### src/rtl/traffic_pkg.sv
// traffic_pkg: shared phase type, ASCII command codes and timer sizing for the traffic sequencer
package traffic_pkg;
   typedef enum logic [1:0] {GREEN, YELLOW, ALL_RED} phase_t;
   localparam logic [7:0] CMD_AUTO   = 8'h41;
   localparam logic [7:0] CMD_MANUAL = 8'h4D;
   localparam logic [7:0] CMD_RED    = 8'h52;
   localparam logic [7:0] CMD_NEXT   = 8'h4E;
   localparam logic [7:0] CMD_GREEN  = 8'h47;
   function automatic int tick_width(input int a, input int b, input int c);
      int m;
      m = a > b ? a : b;
      m = m > c ? m : c;
      return m < 2 ? 1 : $clog2(m);
   endfunction
endpackage

### src/rtl/phase_timer.sv
// phase_timer: loadable down-counter that parks at zero and flags expiry
module phase_timer #(
   parameter int             W    = 4,
   parameter logic [W-1:0]   INIT = '0
) (
   input  logic         clk,
   input  logic         rst,
   input  logic         load,
   input  logic [W-1:0] load_value,
   output logic         zero
);
   logic [W-1:0] count;
   always_ff @(posedge clk or posedge rst)
      if (rst) count <= INIT;
      else if (load) count <= load_value;
      else if (count != '0) count <= count - 1'b1;
   assign zero = count == '0;
endmodule

### src/rtl/traffic_light_seq_ctrl.sv
// traffic_light_seq_ctrl: multi-approach green/yellow/all-red sequencer with auto and UART-driven manual modes
module traffic_light_seq_ctrl
   import traffic_pkg::*;
#(
   parameter int NUM_DIR       = 4,
   parameter int GREEN_TICKS   = 50,
   parameter int YELLOW_TICKS  = 10,
   parameter int ALL_RED_TICKS = 5
) (
   input  logic                       clk,
   input  logic                       rst,
   input  logic [7:0]                 command,
   input  logic                       command_valid,
   output logic [NUM_DIR-1:0]         red,
   output logic [NUM_DIR-1:0]         yellow,
   output logic [NUM_DIR-1:0]         green,
   output logic [$clog2(NUM_DIR)-1:0] active_dir,
   output logic                       auto_mode,
   output logic                       cmd_error
);
   localparam int TW = tick_width(GREEN_TICKS, YELLOW_TICKS, ALL_RED_TICKS);
   localparam int DW = $clog2(NUM_DIR);
   localparam logic [TW-1:0] G_LD = TW'(GREEN_TICKS - 1);
   localparam logic [TW-1:0] Y_LD = TW'(YELLOW_TICKS - 1);
   localparam logic [TW-1:0] R_LD = TW'(ALL_RED_TICKS - 1);

   phase_t          phase, nphase;
   logic [DW-1:0]   ndir, dir_inc;
   logic [TW-1:0]   load_value;
   logic [NUM_DIR-1:0] onehot;
   logic            pending, npending, nauto, nerr, load, zero, take, noop, fresh;

   phase_timer #(.W(TW), .INIT(R_LD)) u_timer (
      .clk(clk), .rst(rst), .load(load), .load_value(load_value), .zero(zero)
   );

   // the first green after reset goes to approach 0 rather than advancing past it
   assign dir_inc = fresh ? active_dir : active_dir == DW'(NUM_DIR - 1) ? '0 : active_dir + 1'b1;
   assign onehot  = NUM_DIR'(1) << ndir;

   always_comb begin
      nphase     = phase;
      ndir       = active_dir;
      npending   = pending;
      nauto      = auto_mode;
      nerr       = 1'b0;
      load       = 1'b0;
      load_value = G_LD;
      take       = 1'b0;
      noop       = (command == CMD_MANUAL && !auto_mode) || (command == CMD_AUTO && auto_mode);
      if (command_valid && !noop) begin
         if (phase == YELLOW) nerr = 1'b1;
         else if (command == CMD_MANUAL) nauto = 1'b0;
         else if (command == CMD_AUTO) begin
            nauto = 1'b1;
            take  = phase == GREEN;
            load  = phase == GREEN;
         end
         else if (auto_mode) nerr = 1'b1;
         else if ((command == CMD_RED || command == CMD_NEXT) && phase == GREEN) begin
            take       = 1'b1;
            nphase     = YELLOW;
            load       = 1'b1;
            load_value = Y_LD;
            npending   = command == CMD_NEXT;
         end
         else if (command == CMD_NEXT) begin
            take     = 1'b1;
            npending = 1'b1;
         end
         else if (command == CMD_GREEN && phase == ALL_RED && zero) begin
            take     = 1'b1;
            nphase   = GREEN;
            load     = 1'b1;
            npending = 1'b0;
         end
         else nerr = 1'b1;
      end
      // a rejected or mode-only command lets the normal expiry transition proceed
      if (!take) begin
         if (phase == GREEN && auto_mode && zero) begin
            nphase     = YELLOW;
            load       = 1'b1;
            load_value = Y_LD;
         end
         else if (phase == YELLOW && zero) begin
            nphase     = ALL_RED;
            load       = 1'b1;
            load_value = R_LD;
         end
         else if (phase == ALL_RED && zero && (auto_mode || pending)) begin
            nphase   = GREEN;
            ndir     = dir_inc;
            load     = 1'b1;
            npending = 1'b0;
         end
      end
   end

   always_ff @(posedge clk or posedge rst)
      if (rst) begin
         phase      <= ALL_RED;
         active_dir <= '0;
         auto_mode  <= 1'b1;
         pending    <= 1'b0;
         fresh      <= 1'b1;
         cmd_error  <= 1'b0;
         red        <= '1;
         yellow     <= '0;
         green      <= '0;
      end else begin
         phase      <= nphase;
         active_dir <= ndir;
         auto_mode  <= nauto;
         pending    <= npending;
         fresh      <= fresh && nphase != GREEN;
         cmd_error  <= nerr;
         red        <= nphase == ALL_RED ? '1 : ~onehot;
         yellow     <= nphase == YELLOW ? onehot : '0;
         green      <= nphase == GREEN ? onehot : '0;
      end
endmodule

### config.mk
export PLATFORM = sky130hd
export DESIGN_NAME = traffic_light_seq_ctrl
export DESIGN_NICKNAME = d
export VERILOG_FILES = /design/src/rtl/traffic_pkg.sv /design/src/rtl/phase_timer.sv /design/src/rtl/traffic_light_seq_ctrl.sv
export SDC_FILE = /design/constraint.sdc
export NUM_CORES = 1
export LEC_CHECK = 0
export BUFFER_PORTS_ARGS = -buffer_cell sky130_fd_sc_hd__buf_2
export CORE_UTILIZATION = 50
export CTS_CLUSTER_DIAMETER = 150
export CTS_CLUSTER_SIZE = 16
export DETAILED_ROUTE_END_ITERATION = 8
export GPL_TIMING_DRIVEN = 1
export PLACE_DENSITY = 0.73
export SLEW_MARGIN = 20
export SYNTH_ARGS = -nofsm -noshare
export SYNTH_HDL_FRONTEND = slang
export SYNTH_SLANG_ARGS = --single-unit
### constraint.sdc
create_clock -name clk -period 2.65 [get_ports clk]
set_clock_uncertainty 0.1 [all_clocks]
set_input_delay 0.3975 -clock clk [delete_from_list [all_inputs] [get_ports clk]]
set_output_delay 0.3975 -clock clk [all_outputs]
set_load 0.01 [all_outputs]
-- Yosys cells after proc, flatten, opt, wreduce, memory -nomap -nowiden
Index checks and enable logic that the tools add are counted.
- register bits after elaboration: 26
- word-level logic and storage cells: 123
- input port bits: 11
- equal/unequal tests: 10
- bitwise operators: 2
- $add $sub $neg: 2
- mux-type cells: 73
- shift-type cells: 1
- reductions and logical operators: 25
- operators by type and width (operator ; number):
    6-bit two-way mux ; 11
    1-bit two-way mux ; 41
    8-bit by 7-bit == test with 1-bit output (second input constant) ; 5
    2-bit two-way mux ; 18
    1-bit logical AND ; 12
    4-bit two-way mux ; 3
    2-bit == test (second input constant) ; 3
    6-bit zero test ; 1
    2-bit nonzero test ; 3
    6-bit nonzero test ; 1
    6-bit by 1-bit subtractor with 6-bit output (second input constant) ; 1
    2-bit by 1-bit == test with 1-bit output (second input constant) ; 2
    2-bit zero test ; 2
    4-bit NOT ; 1
    1-bit by 2-bit << shifter with 4-bit output (first input constant) ; 1
    1-bit logical OR ; 3
    3-bit AND reduction ; 1
    2-bit by 1-bit adder with 2-bit output (second input constant) ; 1
    1-bit zero test ; 2
    1-bit NOT ; 1

-- Longest topological paths before layout
- depth after elaboration: 17
- depth in mapped cells: 9

-- Cells and area by module
Synthesis repeated with hierarchy kept, for this count alone.
- cell total of the unflattened synthesis: 153
- area, all modules: 1605.3 sq um
- modules (own cells, without submodules) (module ; area each (sq um) ; cells each ; times used):
    traffic_light_seq_ctrl ; 1222.4 ; 113 ; 1
    phase_timer ; 382.9 ; 40 ; 1

-- Worst setup path before layout
OpenSTA, ideal clock, no wires.
- path type: register -> register
- start point: register auto_mode
- end point: register red[3]
- cell stages (with the launch flop): 7
- data required time: 2473 ps
- data arrival time: 2028 ps
- path slack: 446 ps
- cells stage by stage: dfstp_2 -> clkbuf_1 -> o21ba_2 -> nand4_1 -> a211oi_4 -> mux2_4 -> a21o_1
- word-level cells in the longest chain between the ends: 12
- RTL lines (item ; line ; text):
    start: declaration ; traffic_light_seq_ctrl.sv:18 ; output logic auto_mode,
    start signal: assignment ; traffic_light_seq_ctrl.sv:114 ; auto_mode <= nauto;
    branches (longest 11 deep; another with 2-bit two-way mux) ; - ;
    4-bit two-way mux * ; traffic_light_seq_ctrl.sv:118 ; red <= nphase == ALL_RED ? '1 : ~onehot;
    end signal: assignment ; traffic_light_seq_ctrl.sv:118 ;
    end: declaration ; traffic_light_seq_ctrl.sv:14 ; output logic [NUM_DIR-1:0] red,
Mark *: on every way between the ends.
A chain may end at the register's enable or synchronous reset.

-- Worst setup path after layout
- start point: register u_timer.count[0]
- end point: register red[1]
- word-level cells in the longest chain between the ends: 16
- RTL lines (item ; line ; text):
    start: declaration ; phase_timer.sv:12 ; logic [W-1:0] count;
    start signal: assignment ; phase_timer.sv:15 ; else if (load) count <= load_value;
    start signal: assignment ; phase_timer.sv:16 ; else if (count != '0) count <= count - 1'b1;
    6-bit zero test * ; phase_timer.sv:17 ; assign zero = count == '0;
    1-bit logical AND ; traffic_light_seq_ctrl.sv:71 ; else if (command == CMD_GREEN && phase == ALL_RED && zero) begin
    2-bit two-way mux ; traffic_light_seq_ctrl.sv:71 ;
    2-bit two-way mux ; traffic_light_seq_ctrl.sv:67 ; else if (command == CMD_NEXT) begin
    2-bit two-way mux ; traffic_light_seq_ctrl.sv:60 ; else if ((command == CMD_RED || command == CMD_NEXT) && phase == GREEN) begin
    2-bit two-way mux ; traffic_light_seq_ctrl.sv:59 ; else if (auto_mode) nerr = 1'b1;
    2-bit two-way mux ; traffic_light_seq_ctrl.sv:54 ; else if (command == CMD_AUTO) begin
    2-bit two-way mux ; traffic_light_seq_ctrl.sv:53 ; else if (command == CMD_MANUAL) nauto = 1'b0;
    2-bit two-way mux ; traffic_light_seq_ctrl.sv:52 ; if (phase == YELLOW) nerr = 1'b1;
    2-bit two-way mux ; traffic_light_seq_ctrl.sv:51 ; if (command_valid && !noop) begin
    2-bit two-way mux ; traffic_light_seq_ctrl.sv:91 ; else if (phase == ALL_RED && zero && (auto_mode || pending)) begin
    2-bit two-way mux ; traffic_light_seq_ctrl.sv:86 ; else if (phase == YELLOW && zero) begin
    2-bit two-way mux ; traffic_light_seq_ctrl.sv:81 ; if (phase == GREEN && auto_mode && zero) begin
    2-bit two-way mux ; traffic_light_seq_ctrl.sv:80 ; if (!take) begin
    2-bit == test ; traffic_light_seq_ctrl.sv:118 ;
    4-bit two-way mux * ; traffic_light_seq_ctrl.sv:118 ;
Every way passes the cells marked *; elsewhere a longest branch is shown, timed or not.

==> impl_metrics.env <==
export IMPL_crit_path_end_kind="register"
export IMPL_drive_above_1_share_pct=30.4
export IMPL_netlist_area_sq_mm=0.00154
export IMPL_port_buffers=26
export IMPL_grt_use_total_pct=21.4
export IMPL_clock_latency_ps=320
export IMPL_avgSynthCellArea_sq_um=9.94
export IMPL_hold_ws_ps=154
export IMPL_cts_resized=0
export IMPL_crit_slowest_cell="a211oi_4"
export IMPL_synth_top_area_share_pct=29.2
export IMPL_busiest_layer="met2"
export IMPL_rows=19
export IMPL_hp_class="input pin to async pin"
export IMPL_wire_per_inst_um=14.7
export IMPL_tritoncts="yes"
export IMPL_hold_viol_final=0
export IMPL_netlist_instances=155
export IMPL_synth_warnings=0
export IMPL_required_ps=2820
export IMPL_synth_top_area_cell="dfrtp_1"
export IMPL_vias_per_cell=5.85
export IMPL_clkSinkCount=26
export IMPL_violations="DRC"
export IMPL_start_util_pct=54.4
export IMPL_cts_root_buf="clkbuf_4"
export IMPL_synth_ff_type="dfrtp_1"
export IMPL_critPathMaxFanout=6
export IMPL_synth_seq_area_share_pct=42.9
export IMPL_worstPathArrival_ps=2580
export IMPL_rsz0062_at_grt="no"
export IMPL_status="finished with violations"
export IMPL_cts_setup_buffers=0
export IMPL_ys_ff_latch=26
export IMPL_dp_hpwl_mm=2.42
export IMPL_yosys_top_cells_area="dfrtp_1 (29%), dfstp_2 (14%), nor2_1 (5.1%)"
export IMPL_overflow=0
export IMPL_min_period_ps=2410
export IMPL_power_mw=1.44
export IMPL_rr_worst_depth=7
export IMPL_power_density_mw_per_mm2=830
export IMPL_met2_usage_pct=37.4
export IMPL_cts_buffers=3
export IMPL_synth_edf_count=0
export IMPL_wl_mm=3.13
export IMPL_critPathKind="register to register"
export IMPL_place_congestion=0.907
export IMPL_cts_buffer_depth=2
export IMPL_startpoint_type="register"
export IMPL_synth_cell_type_count=50
export IMPL_finalSetupViolations=0
export IMPL_vias=1241
export IMPL_grt_pass1_vias=1224
export IMPL_final_common_cell="buf_2"
export IMPL_drc=4
export IMPL_ant_nets=0
export IMPL_maxCapViolations=0
export IMPL_slowest_delay_ps=480
export IMPL_worstSetupPathDepth=7
export IMPL_async_flop_share_pct=100
export IMPL_met3_usage_pct=2.72
export IMPL_clk_pin_slew_ps=150
export IMPL_p_leak_nw=0.789
export IMPL_cp_top_family="simple AND/OR/NAND/NOR gates"
export IMPL_tightest_slew_ps=935
export IMPL_path_cells="inv_1, ha_1, nor2b_1, nand4_1, a211oi_4, mux2i_1, nand2b_1"
export IMPL_layout_common_cells="buf_2 (26), nor2_1 (21), dfrtp_1 (18), o21ai_0 (10), nand2b_1 (9)"
export IMPL_max_freq_mhz=415
export IMPL_crit_buf_inv=1
export IMPL_core_sq_mm=0.00283
export IMPL_slew_violations=0
export IMPL_ios=27
export IMPL_grt_max_degree=27
export IMPL_fp_dieH_um=57.5
export IMPL_firstDrtPassIters=6
export IMPL_area_growth_synth_to_final_pct=12.8
export IMPL_vdd_drop_max_v=0.000524
export IMPL_antenna_cells=0
export IMPL_cts_max_level=1
export IMPL_postCtsHoldBufs=0
export IMPL_nets=196
export IMPL_met1_usage_pct=28.4
export IMPL_dieArea_sq_mm=0.00331
export IMPL_grt_pass1_wl_mm=5.49
export IMPL_fin_crit_sh_pct=90.9
export IMPL_drtIter0Drc=57
export IMPL_die_w_um=57.5
export IMPL_relSlewSlack_pct=37.6
export IMPL_antenna_found_initial=0
export IMPL_fillers=243
export IMPL_fin_setup_tns_ps=0
export IMPL_syn_nets=169
==> area by class of cell <==
type                            instances  area [sq um]  share of cell area [%]
Clock buffer                            3          22.5                    1.30
Clock inverter                          1          30.0                    1.73
Inverter                                6          22.5                    1.30
Multi-Input combinational cell        119           832                    47.9
Sequential cell                        26           661                    38.0
Tap cell                               31          38.8                    2.23
Timing Repair Buffer                   26           130                    7.49
==> sequential cells by signal (all words and copies together), names as in the netlist <==
register       count
active_dir         2
auto_mode          1
cmd_error          1
fresh              1
green              4
pending            1
phase              2
red                4
u_timer.count      6
yellow             4
==> report_power, final <==
part	switching (mW)	internal (mW)	total (mW)
Sequential	0.106	0.504	0.611
Clock	0.122	0.153	0.275
Combinational	0.326	0.229	0.555
Total	0.554	0.886	1.44
==> stage by stage <==
step / setup WS [ps] / util, % / instance area [sq um] / instances
6_report: 242 / 61.4 / 1740 / 212
5_1_grt: 54.3 / 61.4 / 1740 / 212
4_1_cts: 258 / 61.4 / 1740 / 212
3_5_place_dp: 286 / 59.5 / 1680 / 208
3_3_place_gp: 346 / 59.5 / 1680 / 208
2_1_floorplan: 446 / - / 1540 / 155
==> final timing paths <==
kind | from | to | slack, ps
max reg2reg | u_timer.count[0] | red[1] | 240
max | u_timer.count[0] | red[1] | 240
min in group clk | command_valid | cmd_error | 220
max in group asynchronous | rst | u_timer.count[3] | 1730
min reg2reg | fresh | fresh | 440
min | rst | green[2] | 150
==> kinds of logic after synthesis <==
group,after synthesis,synth area share [%]
AO/OA/AOI/OAI,34,17.1
XOR/XNOR,5,2.84
adder cells (fa/ha/maj),3,2.44
buffers and inverters,10,3.09
flip-flops,26,42.9
multiplexers,8,6.01
AND/OR/NAND/NOR,69,25.7
==> cells in the mapped netlist, types with 3 or more instances <==
master,n
o21ai_0,10
dfstp_2,8
nor3_1,3
nand4_1,3
nand2_1,8
and2_1,3
mux2i_1,4
nor2b_1,4
nand3_1,4
nand2b_1,9
nor2_1,21
ha_1,3
xor2_1,3
dfrtp_1,18
a21o_1,4
inv_1,6
==> layer usage <==
| metal | part of all wire, % | routed length, um |
|---|---|---|
| met1 | 46 | 1420 |
| met2 | 50 | 1560 |
| met3 | 3.5 | 108 |
| met4 | 1.2 | 37 |
| met5 | 0 | 0 |
(Power assumes the default switching activity.)
